$ cat src/rtl/bram_port_arbiter.sv
// Round-robin req/ack arbiter sharing one block-RAM port between requesters m0 and m1.
// Define BRAM_ARB_BURST_EN to let a requester keep the port for up to MAX_BURST grants in a row.
module bram_port_arbiter #(
  parameter int DATA_WIDTH = 32,
  parameter int ADDR_WIDTH = 10,
  parameter int MAX_BURST  = 4
) (
  input  logic                  clk,
  input  logic                  rst,
  input  logic                  m0_req,
  input  logic                  m0_we,
  input  logic [ADDR_WIDTH-1:0] m0_addr,
  input  logic [DATA_WIDTH-1:0] m0_din,
  output logic                  m0_ack,
  output logic [DATA_WIDTH-1:0] m0_dout,
  input  logic                  m1_req,
  input  logic                  m1_we,
  input  logic [ADDR_WIDTH-1:0] m1_addr,
  input  logic [DATA_WIDTH-1:0] m1_din,
  output logic                  m1_ack,
  output logic [DATA_WIDTH-1:0] m1_dout,
  output logic                  ram_we,
  output logic [ADDR_WIDTH-1:0] ram_addr,
  output logic [DATA_WIDTH-1:0] ram_din,
  input  logic [DATA_WIDTH-1:0] ram_dout,
  output logic                  busy,
  output logic                  grant
);

  if (MAX_BURST < 1) begin : g_max_burst_check
    $error("bram_port_arbiter: MAX_BURST must be >= 1");
  end

  typedef enum logic [1:0] {IDLE, ISSUE, CAPTURE, ACK} state_t;

  state_t                state, state_nxt;
  logic                  last_grant, last_grant_nxt;
  logic                  grant_nxt, busy_nxt, win;
  logic                  ram_we_nxt, m0_ack_nxt, m1_ack_nxt;
  logic [ADDR_WIDTH-1:0] ram_addr_nxt;
  logic [DATA_WIDTH-1:0] ram_din_nxt, m0_dout_nxt, m1_dout_nxt;

`ifdef BRAM_ARB_BURST_EN
  localparam int CW = $clog2(MAX_BURST + 1);
  localparam logic [CW-1:0] MAXB = CW'(MAX_BURST);
  // burst_cnt == 0 only after reset, meaning nobody has been served yet
  logic [CW-1:0] burst_cnt, burst_cnt_nxt;
`endif

  // Arbitration winner, only meaningful in IDLE with at least one request
  always_comb begin
    win = 1'b0;
    if (m0_req && m1_req) begin
`ifdef BRAM_ARB_BURST_EN
      win = (burst_cnt != '0 && burst_cnt < MAXB) ? last_grant : ~last_grant;
`else
      win = ~last_grant;
`endif
    end else if (m0_req) begin
      win = 1'b0;
    end else begin
      win = 1'b1;
    end
  end

  always_comb begin
    state_nxt      = state;
    last_grant_nxt = last_grant;
    grant_nxt      = grant;
    ram_we_nxt     = ram_we;
    ram_addr_nxt   = ram_addr;
    ram_din_nxt    = ram_din;
    m0_ack_nxt     = 1'b0;
    m1_ack_nxt     = 1'b0;
    m0_dout_nxt    = m0_dout;
    m1_dout_nxt    = m1_dout;
`ifdef BRAM_ARB_BURST_EN
    burst_cnt_nxt  = burst_cnt;
`endif
    case (state)
      IDLE: begin
        if (m0_req || m1_req) begin
          state_nxt      = ISSUE;
          grant_nxt      = win;
          last_grant_nxt = win;
          ram_we_nxt     = win ? m1_we   : m0_we;
          ram_addr_nxt   = win ? m1_addr : m0_addr;
          ram_din_nxt    = win ? m1_din  : m0_din;
`ifdef BRAM_ARB_BURST_EN
          if (win == last_grant)
            burst_cnt_nxt = (burst_cnt < MAXB) ? burst_cnt + CW'(1) : burst_cnt;
          else
            burst_cnt_nxt = CW'(1);
`endif
        end
      end
      ISSUE: begin
        ram_we_nxt = 1'b0;
        state_nxt  = CAPTURE;
      end
      CAPTURE: begin
        if (grant) begin
          m1_dout_nxt = ram_dout;
          m1_ack_nxt  = 1'b1;
        end else begin
          m0_dout_nxt = ram_dout;
          m0_ack_nxt  = 1'b1;
        end
        state_nxt = ACK;
      end
      ACK: begin
        state_nxt = IDLE;
      end
      default: begin
        state_nxt  = IDLE;
        ram_we_nxt = 1'b0;
      end
    endcase
    busy_nxt = (state_nxt != IDLE);
  end

  // last_grant resets to 1 so m0 wins the first contention
  always_ff @(posedge clk or posedge rst) begin
    if (rst) begin
      state      <= IDLE;
      last_grant <= 1'b1;
      grant      <= 1'b0;
      busy       <= 1'b0;
      ram_we     <= 1'b0;
      ram_addr   <= '0;
      ram_din    <= '0;
      m0_ack     <= 1'b0;
      m1_ack     <= 1'b0;
      m0_dout    <= '0;
      m1_dout    <= '0;
`ifdef BRAM_ARB_BURST_EN
      burst_cnt  <= '0;
`endif
    end else begin
      state      <= state_nxt;
      last_grant <= last_grant_nxt;
      grant      <= grant_nxt;
      busy       <= busy_nxt;
      ram_we     <= ram_we_nxt;
      ram_addr   <= ram_addr_nxt;
      ram_din    <= ram_din_nxt;
      m0_ack     <= m0_ack_nxt;
      m1_ack     <= m1_ack_nxt;
      m0_dout    <= m0_dout_nxt;
      m1_dout    <= m1_dout_nxt;
`ifdef BRAM_ARB_BURST_EN
      burst_cnt  <= burst_cnt_nxt;
`endif
    end
  end

endmodule
$ cat config.mk
export PLATFORM = sky130hd
export DESIGN_NAME = bram_port_arbiter
export DESIGN_NICKNAME = d
export VERILOG_FILES = /design/src/rtl/bram_port_arbiter.sv
export SDC_FILE = /design/constraint.sdc
export NUM_CORES = 1
export LEC_CHECK = 0
export ABC_AREA = 1
export ABC_CLOCK_PERIOD_IN_PS = 3800
export BUFFER_PORTS_ARGS = -buffer_cell sky130_fd_sc_hd__buf_2
export CAP_MARGIN = 20
export CORE_MARGIN = 4
export CORE_UTILIZATION = 47
export DETAILED_ROUTE_END_ITERATION = 7
export PLACE_DENSITY = 0.79
export SLEW_MARGIN = 5
export SYNTH_ARGS = -nofsm -noshare
export SYNTH_HDL_FRONTEND = slang
export SYNTH_SLANG_ARGS = --single-unit
$ cat constraint.sdc
create_clock -name clk -period 3.8 [get_ports clk]
set_input_delay 0.38 -clock clk [delete_from_list [all_inputs] [get_ports clk]]
set_output_delay 0.38 -clock clk [all_outputs]
set_load 0.05 [all_outputs]
==> results.sh, run 1 <==
export IMPL_status="finished clean"
export IMPL_crit_arrival_ns=2.78
export IMPL_core_area_um2=10460
export IMPL_start_util_pct=48.74
export IMPL_max_stage_delay_ns=0.71
export IMPL_period_minus_slack_ns=2.432
export IMPL_register_area_um2=2854
export IMPL_cp_slowest_cell="nand2_2"
export IMPL_synth_cell_type_count=17
export IMPL_r2r_slack_ns=1.37
export IMPL_layout_common_cells="232 x buf_2, 195 x nand2_1, 113 x dfrtp_1"
export IMPL_n_fill_cell=887
export IMPL_ir_worst_vdd_mv=0.5587
export IMPL_path_class="flip-flop to flip-flop"
export IMPL_ctsHoldBuffers=0
export IMPL_cts_tree="built"
export IMPL_finalCritPeriodShare_pct=64.01
export IMPL_cts_sinks=114
export IMPL_syn_avg_cell_area_um2=8.557
export IMPL_leakagePower_uw=0.004003
export IMPL_p_int_uw=3773
export IMPL_dpl_cell_area_um2=6255
export IMPL_pwr_share_comb_pct=51.3
export IMPL_p_switching_uw=4008
export IMPL_post_cts_buffers=0
export IMPL_clk_pin_slew_ns=0.06
export IMPL_die_area_um2=12580
export IMPL_ioPinCount=233
export IMPL_ant_nets=0
export IMPL_final_common_cell="buf_2"
export IMPL_fin_nets=941
export IMPL_drt_pass1_iterations=5
export IMPL_power_uw=7781
export IMPL_numCtsBuffers=17
export IMPL_wl_per_cell_um=14.16
export IMPL_clkPwrFrac_pct=21.0
export IMPL_wirelength_um=13650
export IMPL_antenna_cells=0
export IMPL_maxCapViolations=0
export IMPL_p_per_area_nw_per_um2=1128
export IMPL_worstMarginPinSlew_ns=1.037
export IMPL_r2r_start="last_grant"
export IMPL_multi_input_area_um2=1727
export IMPL_clk_path_buf_depth=2
export IMPL_switching_share_pct=51.50
export IMPL_die_w_um=112.2
export IMPL_hold_viol=0
export IMPL_hpwl_um=9514
export IMPL_vias=4672
export IMPL_syn_area_um2=5100
export IMPL_synth_net_count=722
export IMPL_die_h_um=112.2
export IMPL_io_buffers=232
export IMPL_skew_ns=0.005980
export IMPL_cts_resized=0
export IMPL_pwr_share_seq_pct=27.7
export IMPL_cp_common_cell="nand2_2"
export IMPL_worstPathMaxFanout=44
export IMPL_cp_end_kind="flip-flop"
export IMPL_root_buffer="clkbuf_8"
export IMPL_fin_tns_setup_ns=0
export IMPL_rows=37
export IMPL_crit_family="simple AND/OR/NAND/NOR gates"
export IMPL_slew_headroom_pct=30.62
export IMPL_r2r_end="grant"
export IMPL_grt_pass1_vias=4675
export IMPL_htree_num_levels=4
export IMPL_maxSlewViolCount=0
export IMPL_cp_start_kind="flip-flop"
export IMPL_ys_warn_count=0
export IMPL_place_congestion=0.8312
export IMPL_grt_usage_pct=21.67
export IMPL_grt_pass1_wl_um=22250
export IMPL_ys_seq_area_share_pct=55.96
export IMPL_fmax_mhz=411.1
export IMPL_setup_viol=0
export IMPL_viasPerCell=4.846
export IMPL_clk_latency_ns=0.50
export IMPL_worstHoldPathType="primary input to asynchronous set/reset pin"
export IMPL_area_growth_pct=35.28
export IMPL_antenna_found_initial=0
export IMPL_overflow=0
export IMPL_initialDrtViolationCount=378
export IMPL_crit_required_ns=4.15
export IMPL_reg2reg_depth=5
export IMPL_grt_max_degree=74
export IMPL_ys_ff_latch=114
export IMPL_synthCells=596
export IMPL_hold_ws_ns=0.07316
export IMPL_drcViolationCount=0
export IMPL_cp_num_buf_inv=1
export IMPL_fin_area_um2=6899
export IMPL_path_cells="inv_1, nand2_2, nand2_2, nand2_1, o21ai_0"
export IMPL_drive_gt1_share_pct=33.09
export IMPL_rsz0062_at_grt="false"
-- synthesized netlist by cell type --
library cell	count	share of area, %
clkbuf_1	11	0.81
buf_6	4	0.88
dfrtp_1	113	55
nand3b_1	43	6.3
nor2_4	1	0.22
o21ai_0	67	6.6
inv_1	85	6.3
buf_2	15	1.5
nand2_1	197	14
ha_1	4	0.98
nand2_2	2	0.25
dfstp_2	1	0.52
nor2_8	1	0.39
inv_4	1	0.12
buf_4	5	0.74
nor3_1	1	0.098
nand3_1	45	4.4
-- kinds of logic (layout without fill, tap and decap cells) --
kind of cell    Yosys count  after routing  synth area share (%)
compound gates           67             67                 6.575
fa+ha+maj                 4              4                0.9814
buf+inv                 121            353                 10.28
flops                   114            114                 55.96
simple gates            290            290                 26.20
-- sequential cells by signal, summed over array words and instances (netlist names) --
signal and flops:
busy 1, grant 1, last_grant 1, m0_ack 1
m0_dout 32, m1_ack 1, m1_dout 32, ram_addr 10
ram_din 32, ram_we 1, state 2
-- area by class of cell --
cell class	count	share of cell area [%]
clock buffers	20	6.311
inverters	86	4.752
flip-flops and latches	114	41.37
clock inverters	12	2.630
well taps	136	2.466
repair buffers	235	17.45
multi-input cells	361	25.03
-- metrics by stage --
step	utilization (%)	cells	worst slack, ns
after floorplan	-	596	0.4059
after global placement	59.78	931	1.495
after detailed placement	59.78	931	1.423
after CTS	65.68	963	1.405
after global routing	65.94	964	1.082
final	65.94	964	1.368
-- routing by layer --
layer | global-route usage [%] | vias to the layer above | wire [µm]
met5 | 0 | - | 0
met4 | 9.054 | 0 | 335
met3 | 5.822 | 31 | 903
met2 | 36.91 | 183 | 6870
met1 | 26.01 | 2168 | 5543
li1 | - | 2290 | -
-- power groups by stage --
stage	Combinational [µW]	Sequential, µW	Clock, µW
after global routing	4270	2220	1730
after global placement	3920	2150	0
after detailed placement	4000	2160	0
after floorplan	1060	4160	0
after CTS	4010	2160	1670
final	4000	2150	1630
-- worst max path at each step --
stage	startpoint	end	cells after the start	slack (ns)
2_1_floorplan	rst	busy	1	0.41
6_report	last_grant	grant	5	1.37
3_5_place_dp	last_grant	grant	5	1.42
4_1_cts	last_grant	grant	5	1.41
3_3_place_gp	last_grant	grant	5	1.49
5_1_grt	last_grant	grant	5	1.08
Power figures use the tool's default switching activity.
==> run 2: changes to the inputs <==
--- a/config.mk
+++ b/config.mk
@@ -5,12 +5,12 @@
 export SDC_FILE = /design/constraint.sdc
 export NUM_CORES = 1
 export LEC_CHECK = 0
-export ABC_AREA = 1
-export ABC_CLOCK_PERIOD_IN_PS = 3800
+export ABC_AREA = 0
+export ABC_CLOCK_PERIOD_IN_PS = 2300
 export BUFFER_PORTS_ARGS = -buffer_cell sky130_fd_sc_hd__buf_2
 export CAP_MARGIN = 20
 export CORE_MARGIN = 4
-export CORE_UTILIZATION = 47
+export CORE_UTILIZATION = 46
 export DETAILED_ROUTE_END_ITERATION = 7
 export PLACE_DENSITY = 0.79
 export SLEW_MARGIN = 5
==> constraint.sdc (replaced) <==
create_clock -name clk -period 2.3 [get_ports clk]
set_input_delay 0.23 -clock clk [delete_from_list [all_inputs] [get_ports clk]]
set_output_delay 0.23 -clock clk [all_outputs]
set_load 0.05 [all_outputs]
==> results.sh, run 2 <==
export IMPL_cp_num_buf_inv=2
export IMPL_drt_pass1_iterations=4
export IMPL_worstPathMaxFanout=43
export IMPL_top_regs="m0_dout x32, m1_dout x32, ram_din x32"
export IMPL_period_minus_slack_ns=2.072
export IMPL_ys_seq_area_share_pct=60.71
export IMPL_ys_ff_latch=114
export IMPL_numCtsBuffers=17
export IMPL_path_class="flip-flop to flip-flop"
export IMPL_area_growth_pct=56.56
export IMPL_status="finished clean"
export IMPL_cts_sinks=114
export IMPL_p_int_uw=6688
export IMPL_cts_tree="built"
export IMPL_syn_area_um2=4701
export IMPL_die_area_um2=11900
export IMPL_synth_common_cells="113 x dfrtp_1, 66 x mux2_2, 43 x mux2i_1, 43 x nand2_1, 38 x o21ai_1"
export IMPL_synth_top_area_share_pct=60.15
export IMPL_die_w_um=109.1
export IMPL_pwr_share_comb_pct=53.0
export IMPL_cp_slowest_cell="dlygate4sd3_1"
export IMPL_finalNonFillerCells=807
export IMPL_crit_arrival_ns=2.42
export IMPL_ioPinCount=233
export IMPL_wl_met2_um=7011
export IMPL_r2r_slack_ns=0.23
export IMPL_leakagePower_uw=0.003767
export IMPL_ir_worst_vdd_mv=1.030
export IMPL_min_from="m1_din[5]"
export IMPL_rows=36
export IMPL_dp_slack_ns=0.5212
export IMPL_wl_per_cell_um=16.42
export IMPL_n_fill_cell=618
export IMPL_wl_met3_um=1029
export IMPL_clkPwrFrac_pct=19.9
export IMPL_cp_start_kind="flip-flop"
export IMPL_grt_pass1_vias=4168
export IMPL_r2r_end="ram_addr[0]"
export IMPL_worstMarginPinSlew_ns=0.7816
export IMPL_core_area_um2=9864
export IMPL_viasPerCell=4.829
export IMPL_synth_edf_count=0
export IMPL_skew_ns=0.008906
export IMPL_dp_cells=699
export IMPL_r2r_start="last_grant"
export IMPL_max_stage_delay_ns=0.61
export IMPL_fmax_mhz=482.6
export IMPL_clk_latency_ns=0.50
export IMPL_hold_path_end="ram_din[5]"
export IMPL_final_common_cell="buf_2"
export IMPL_multi_input_area_um2=1673
export IMPL_maxSlewViolCount=0
export IMPL_register_area_um2=2854
export IMPL_post_cts_buffers=0
export IMPL_ys_warn_count=0
export IMPL_overflow=0
export IMPL_synthCells=349
export IMPL_power_uw=13160
export IMPL_antenna_cells=0
export IMPL_initialDrtViolationCount=176
export IMPL_yosys_top_cells_area="dfrtp_1 60%, mux2_2 16%, mux2i_1 9.2%, o21ai_1 4.0%, nand2_1 3.4%"
export IMPL_p_switching_uw=6475
export IMPL_worstHoldPathCells=3
export IMPL_io_buffers=232
export IMPL_drive_gt1_share_pct=50.89
export IMPL_synth_net_count=475
export IMPL_yosys_most_used_dff="dfrtp_1"
export IMPL_fin_tns_setup_ns=0
export IMPL_clk_path_buf_depth=2
export IMPL_place_congestion=0.7601
export IMPL_start_util_pct=47.65
export IMPL_grt_pass1_wl_um=20600
export IMPL_p_per_area_nw_per_um2=1789
export IMPL_rsz0062_at_grt="false"
export IMPL_grt_max_degree=49
export IMPL_crit_required_ns=2.65
export IMPL_ant_nets=0
export IMPL_vias=3897
export IMPL_path_cells="o21ai_4, buf_12, mux2i_1, dlygate4sd3_1, o21ai_1"
export IMPL_hpwl_um=8937
export IMPL_clk_pin_slew_ns=0.06
export IMPL_fin_nets=787
export IMPL_fin_ws_ns=0.2277
export IMPL_syn_avg_cell_area_um2=13.47
export IMPL_reg2reg_depth=5
export IMPL_finalCritPeriodShare_pct=90.10
export IMPL_drcViolationCount=0
export IMPL_ctsHoldBuffers=75
export IMPL_hold_viol=0
export IMPL_layout_common_cells="232 x buf_2, 113 x dfrtp_1, 75 x dlygate4sd3_1"
export IMPL_grt_usage_pct=22.78
export IMPL_async_flop_share_pct=100.0
export IMPL_cts_resized=0
export IMPL_switching_share_pct=49.19
export IMPL_yosysTopAreaCell="dfrtp_1"
export IMPL_setup_viol=0
export IMPL_htree_num_levels=4
export IMPL_pwr_share_seq_pct=27.1
export IMPL_crit_family="buffers and inverters"
export IMPL_synth_most_common_cell="dfrtp_1"
export IMPL_die_h_um=109.1
export IMPL_slew_headroom_pct=47.78
export IMPL_maxCapViolations=0
export IMPL_antenna_found_initial=0
export IMPL_wirelength_um=13250
export IMPL_cp_end_kind="flip-flop"
export IMPL_root_buffer="clkbuf_8"
export IMPL_top_layer_used="met4"
export IMPL_drt_met1_wl_um=4990
export IMPL_worstHoldPathType="primary input to flip-flop"
export IMPL_synth_cell_type_count=23
run 2: cell types whose count changed after synthesis, sizes merged, moves of 2 or more:
cell | previous run | this run
buf | 24 | 15
clkbuf | 11 | 6
inv | 86 | 6
mux2 | 0 | 66
mux2i | 0 | 43
nand2 | 199 | 43
nand2b | 0 | 2
nand3 | 45 | 1
nand3b | 43 | 0
o21ai | 67 | 44
run 2: power groups by stage:
| stage | clock, µW | sequential, µW | combinational [µW] |
|---|---|---|---|
| detailed placement | 0 | 3570 | 6810 |
| global placement | 0 | 3530 | 6650 |
| finish | 2620 | 3570 | 6980 |
| floorplan | 0 | 6960 | 1790 |
| CTS | 2670 | 3560 | 6940 |
| global route | 2770 | 3690 | 7320 |
run 2: layout make-up:
class / count / share of cell area [%]
flip-flops and latches: 114 / 38.78
clock inverters: 14 / 2.414
repair buffers: 314 / 27.64
multi-input cells: 208 / 22.73
clock buffers: 18 / 5.814
inverters: 6 / 0.3570
well taps: 133 / 2.261
run 2: kinds of logic after synthesis:
family | Yosys count | share of synthesized area [%]
adders and majority gates | 4 | 1.065
muxes | 109 | 24.97
AOI/OAI and AO/OA | 46 | 5.110
buffers and inverters | 27 | 4.019
DFF | 114 | 60.71
and+or+nand+nor | 49 | 4.125
run 2: worst max path at each step:
stage	from	end	slack [ns]	cells past startpoint
after floorplan	rst	busy	0.69	1
after global routing	last_grant	ram_din[22]	0.18	5
after global placement	m1_req	grant	0.58	3
after CTS	last_grant	ram_addr[0]	0.31	5
after detailed placement	m1_req	ram_addr[1]	0.52	5
final	last_grant	ram_addr[0]	0.23	5
run 2: through the flow:
stage	utilization [%]	area (µm²)	hold WS, ns
after floorplan	-	4705	0.3805
after global placement	60.58	5976	0.3911
after detailed placement	60.58	5976	0.3991
after CTS	74.33	7332	0.001871
after global routing	74.61	7360	0.005806
final	74.61	7360	0.01979
run 2: per-layer routing:
layer | GRT usage (%) | up-vias
met5 | 0 | -
met4 | 8.025 | 0
met3 | 6.513 | 22
met2 | 41.18 | 180
met1 | 25.49 | 1858
li1 | - | 1837
run 2: worst reg2reg max path, cell delays in order (launching register included):
cell	delay, ns
dfstp_2	0.38
o21ai_4	0.26
buf_12	0.33
mux2i_1	0.28
dlygate4sd3_1	0.61
o21ai_1	0.07
